`src/rtl/approx_mult_pkg.sv`:
```
// Shared widths and the approximate/exact column boundary for the approximate multiplier.
package approx_mult_pkg;
    localparam int OPW         = 8;
    localparam int PRODW       = 16;
    localparam int APPROX_COLS = 7;

    typedef logic [OPW-1:0]   opnd_t;
    typedef logic [PRODW-1:0] prod_t;
endpackage

```
`src/rtl/approx_mult_nov_core.sv`:
```
// Combinational approximate 8x8 multiplier core: OR-reduced low columns and
// an exact carry-save reduction of the high columns.
module approx_mult_nov_core
    import approx_mult_pkg::*;
(
    input  logic [OPW-1:0]   num1,
    input  logic [OPW-1:0]   num2,
    output logic [PRODW-1:0] p
);
    logic [OPW-1:0][PRODW-1:0] w_row;
    logic [OPW-1:0][PRODW-1:0] w_s;
    logic [OPW-1:0][PRODW-1:0] w_c;
    logic [APPROX_COLS-1:0]    w_lo;
    logic [PRODW-1:0]          w_hi;

    genvar gi, gw;

    // Each row keeps only the pp bits whose weight lands in the exact region.
    for (gi = 0; gi < OPW; gi++) begin : g_row
        localparam logic [OPW-1:0] HMASK =
            (gi >= APPROX_COLS) ? {OPW{1'b1}} : OPW'(8'hFF << (APPROX_COLS - gi));
        assign w_row[gi] = PRODW'(num1 & {OPW{num2[gi]}} & HMASK) << gi;
    end

    for (gw = 0; gw < APPROX_COLS; gw++) begin : g_lo
        logic [gw:0] w_colpp;
        for (gi = 0; gi <= gw; gi++) begin : g_pp
            assign w_colpp[gi] = num1[gw-gi] & num2[gi];
        end
        assign w_lo[gw] = |w_colpp;
    end

    // Carry-save array: fold one row per stage, then a single final adder.
    assign w_s[0] = w_row[0];
    assign w_c[0] = '0;
    for (gi = 1; gi < OPW; gi++) begin : g_csa
        assign w_s[gi] = w_s[gi-1] ^ w_c[gi-1] ^ w_row[gi];
        assign w_c[gi] = ((w_s[gi-1] & w_c[gi-1]) | (w_s[gi-1] & w_row[gi]) |
                          (w_c[gi-1] & w_row[gi])) << 1;
    end

    assign w_hi = w_s[OPW-1] + w_c[OPW-1];
    assign p    = {w_hi[PRODW-1:APPROX_COLS], w_lo};
endmodule

```
`src/rtl/approx_mult_nov.sv`:
```
// Approximate 8x8 unsigned multiplier with one registered output stage.
module approx_mult_nov
    import approx_mult_pkg::*;
(
    input  logic             clk,
    input  logic             rst_n,
    input  logic             in_valid,
    input  logic [OPW-1:0]   num1,
    input  logic [OPW-1:0]   num2,
    output logic             out_valid,
    output logic [PRODW-1:0] prod
);
    logic [PRODW-1:0] w_p;
    logic [PRODW-1:0] r_prod;
    logic             r_vld;

    approx_mult_nov_core u_core (
        .num1 (num1),
        .num2 (num2),
        .p    (w_p)
    );

    // Product only updates on accepted pairs; it holds across idle cycles.
    always_ff @(posedge clk or negedge rst_n) begin
        if (!rst_n) begin
            r_prod <= '0;
            r_vld  <= 1'b0;
        end else begin
            r_vld <= in_valid;
            if (in_valid) r_prod <= w_p;
        end
    end

    assign prod      = r_prod;
    assign out_valid = r_vld;
endmodule

```
`config.mk`:
```
export PLATFORM = sky130hd
export DESIGN_NAME = approx_mult_nov
export DESIGN_NICKNAME = d
export VERILOG_FILES = /design/src/rtl/approx_mult_pkg.sv /design/src/rtl/approx_mult_nov_core.sv /design/src/rtl/approx_mult_nov.sv
export SDC_FILE = /design/constraint.sdc
export NUM_CORES = 1
export LEC_CHECK = 0
export ABC_AREA = 1
export CORE_MARGIN = 8
export CORE_UTILIZATION = 30
export CTS_CLUSTER_DIAMETER = 200
export DETAILED_ROUTE_END_ITERATION = 8
export DONT_BUFFER_PORTS = 1
export GPL_ROUTABILITY_DRIVEN = 0
export GPL_TIMING_DRIVEN = 0
export SYNTH_ARGS = -nofsm -noshare
export SYNTH_HDL_FRONTEND = slang
export SYNTH_SLANG_ARGS = --single-unit
```
`constraint.sdc`:
```
create_clock -name clk -period 0.8 [get_ports clk]
set_clock_uncertainty 0.05 [all_clocks]
set_input_delay 0.12 -clock clk [delete_from_list [all_inputs] [get_ports clk]]
set_output_delay 0.12 -clock clk [all_outputs]
set_load 0.005 [all_outputs]
```
==> flow_summary.ini <==
[routing]
top_layer = met4
vias = 1623
drc_errors = 0
wl_met2_um = 2370
viasPerCell = 4.68
dr_wl_met3_um = 359
met1_length_um = 1940
drtIter0Drc = 105
wirelength_um = 4700
drt_pass1_iterations = 4
ant_nets = 0
routedWlPerCell_um = 13.6

[run_status]
violations = hold timing, setup timing
status = complete, but fails checks

[sta]
fin_crit_sh = 5.59
tns_ps = -28820
fmaxAchievable_mhz = 224
layout_setup_ws_ps = -3670
finalSetupViolations = 25
fin_hold_ws_ps = -108
grt_setup_unrepaired = yes
worstMarginPinSlew_ps = 794
slew_viol_final = 0
max_slew_margin = 0.470
hold_viol_final = 17
min_period_ps = 4470

[global_routing]
grtUsageTotal = 0.111
first_global_vias = 1703
grt_pass1_wl_um = 8060
grt_max_degree = 18
antenna_found_initial = 0
overflow = 0

[clock_network]
cts_made_buffers = 3
clock_path_buffers = 2
cts_tree = done
ctsHtreeMaxLevel = 1
cts-hold-fix-buffers = 2
insertion_delay_ps = 250
clkTransAtPathRegs_ps = 70
cts.sinks = 17
clock-root-buffer = clkbuf_8

[pwr]
ir_drop_mv = 1.11
p_clk_frac = 0.123
p_per_area_mw_per_mm2 = 2190
seqPwrFrac = 0.244
total_power_w = 0.00524
power_switching_w = 0.00228
p_leak_nw = 1.23
power.share.combinational = 0.633
p_sw_frac = 0.435
p_int_w = 0.00296

[setup_path]
worstPathMaxFanout = 3
reg2reg_from = prod[6]$_DFFE_PN0P_
path_class = input port to flop
crit_path_start = num1[7]
regToRegSetupSlack_ps = 20
end_kind = flop
start_kind = input port
rr_endpoint = prod[6]$_DFFE_PN0P_
cp.required_ps = 890
critPathArrivalTime_ps = 4560
r2r_cells = 1

[logic_synthesis]
yosys_warnings = 0
synthCells = 257
synth_top_flop_cell = dfrtp_1
synth_cell_type_count = 21
syn-cell-area_mm2 = 0.00191
syn_nets = 312
synth_edf_count = 0
async_flop_share = 1.00
ys_ff_latch = 17
avgSynthCellArea_um2 = 7.42
synth_seq_area_share = 0.223

[finish]
fin_util = 0.384
layout-drive-gt1-share = 0.226
final_common_cell = nand2_1
area_growth_pct = 25.8
diodes = 0
nets = 326
layout_common_cells = nand2_1, inv_1, fa_1, dfrtp_1

[floorplan]
die_h_um = 95.7
initial_core_util = 0.306
die_x_um = 95.7
dieArea_mm2 = 0.00916
ios = 36
rows = 29
core_mm2 = 0.00624

[place]
dpl.hpwl_um = 3730
dp_slack_ps = -4020
port_buffers = 0

[job]
maxCapViolCount = 0

[hold_path]
hold_class = input port to async pin
worst max-delay path: stages:
cell and delay [ps]:
clkbuf_16 120, nand2_4 60, inv_4 40, ha_4 150, fa_1 460, fa_1 510
inv_1 50, fa_1 480, inv_1 50, fa_1 470, inv_1 50, fa_1 490
fa_1 430, inv_2 80, ha_4 130, inv_2 40, fa_2 340, inv_2 80
nand2_4 60, nand2_4 80, nand3_2 80, nand2_1 60, nand2_1 40, nand3_1 60
nand2_1 50
power groups by stage:
stage               clock network [W]  logic, W  registers, W
floorplan                           0   0.00219       0.00124
global placement                    0   0.00266       0.00131
detailed placement                  0   0.00269       0.00132
CTS                          0.000667   0.00313       0.00130
global route                 0.000704   0.00383       0.00132
finish                       0.000646   0.00332       0.00128
how the worst max path moves through the flow:
stage                                      end
after floorplan           prod[14]$_DFFE_PN0P_
after global placement    prod[14]$_DFFE_PN0P_
after detailed placement  prod[14]$_DFFE_PN0P_
after CTS                 prod[14]$_DFFE_PN0P_
after global routing      prod[14]$_DFFE_PN0P_
final                     prod[14]$_DFFE_PN0P_
what timing repair did:
action | in CTS | in global routing
setup endpoints to repair | 26 | 44
setup buffers | 7 | 2
resized for setup | 15 | 10
pin swaps | 11 | 4
endpoints found under the hold margin | 18 | 17
through the flow:
| stage | cell area, um2 | cells | hold slack, ps |
|---|---|---|---|
| finish | 2400 | 347 | -108 |
| global route | 2400 | 347 | -16.4 |
| CTS | 2360 | 346 | 89.0 |
| detailed placement | 2170 | 334 | -225 |
| global placement | 2170 | 334 | -225 |
| floorplan | 2070 | 257 | -226 |
per-layer routing:
layer,vias up,track usage
met3,2,0.0289
met1,789,0.131
li1,792,-
met2,40,0.197
met4,0,0.0230
met5,-,0
synth_stat cells, drive strengths merged (2+ instances only):
library cell / n / area share
buf: 16 / 0.045
clkbuf: 3 / 0.0059
nor2: 10 / 0.020
fa: 22 / 0.23
nand3: 9 / 0.026
o21ai: 5 / 0.013
a21oi: 12 / 0.031
inv: 47 / 0.094
dfrtp: 17 / 0.22
a31oi: 2 / 0.0066
ha: 14 / 0.092
nand4: 3 / 0.0098
nand2: 93 / 0.19
cells by family after synthesis:
| group | count (synthesis) | synth area share |
|---|---|---|
| buffers and inverters | 66 | 0.144 |
| adder cells (fa/ha/maj) | 36 | 0.323 |
| AO/OA/AOI/OAI | 22 | 0.0643 |
| flip-flops | 17 | 0.223 |
| AND/OR/NAND/NOR | 116 | 0.245 |
flip-flops by register name (all words and copies together) (netlist names):
name / cells
prod: 16
out_valid: 1
layout make-up:
class | count | area (um2)
fill | 665 | 3840
multi-input combinational | 174 | 1400
sequential | 17 | 425
inverter | 47 | 184
buffer | 19 | 169
tap | 77 | 96.3
timing repair buffer | 9 | 82.6
clock buffer | 4 | 45.0
Note: power is estimated with default switching activity, not from simulation.
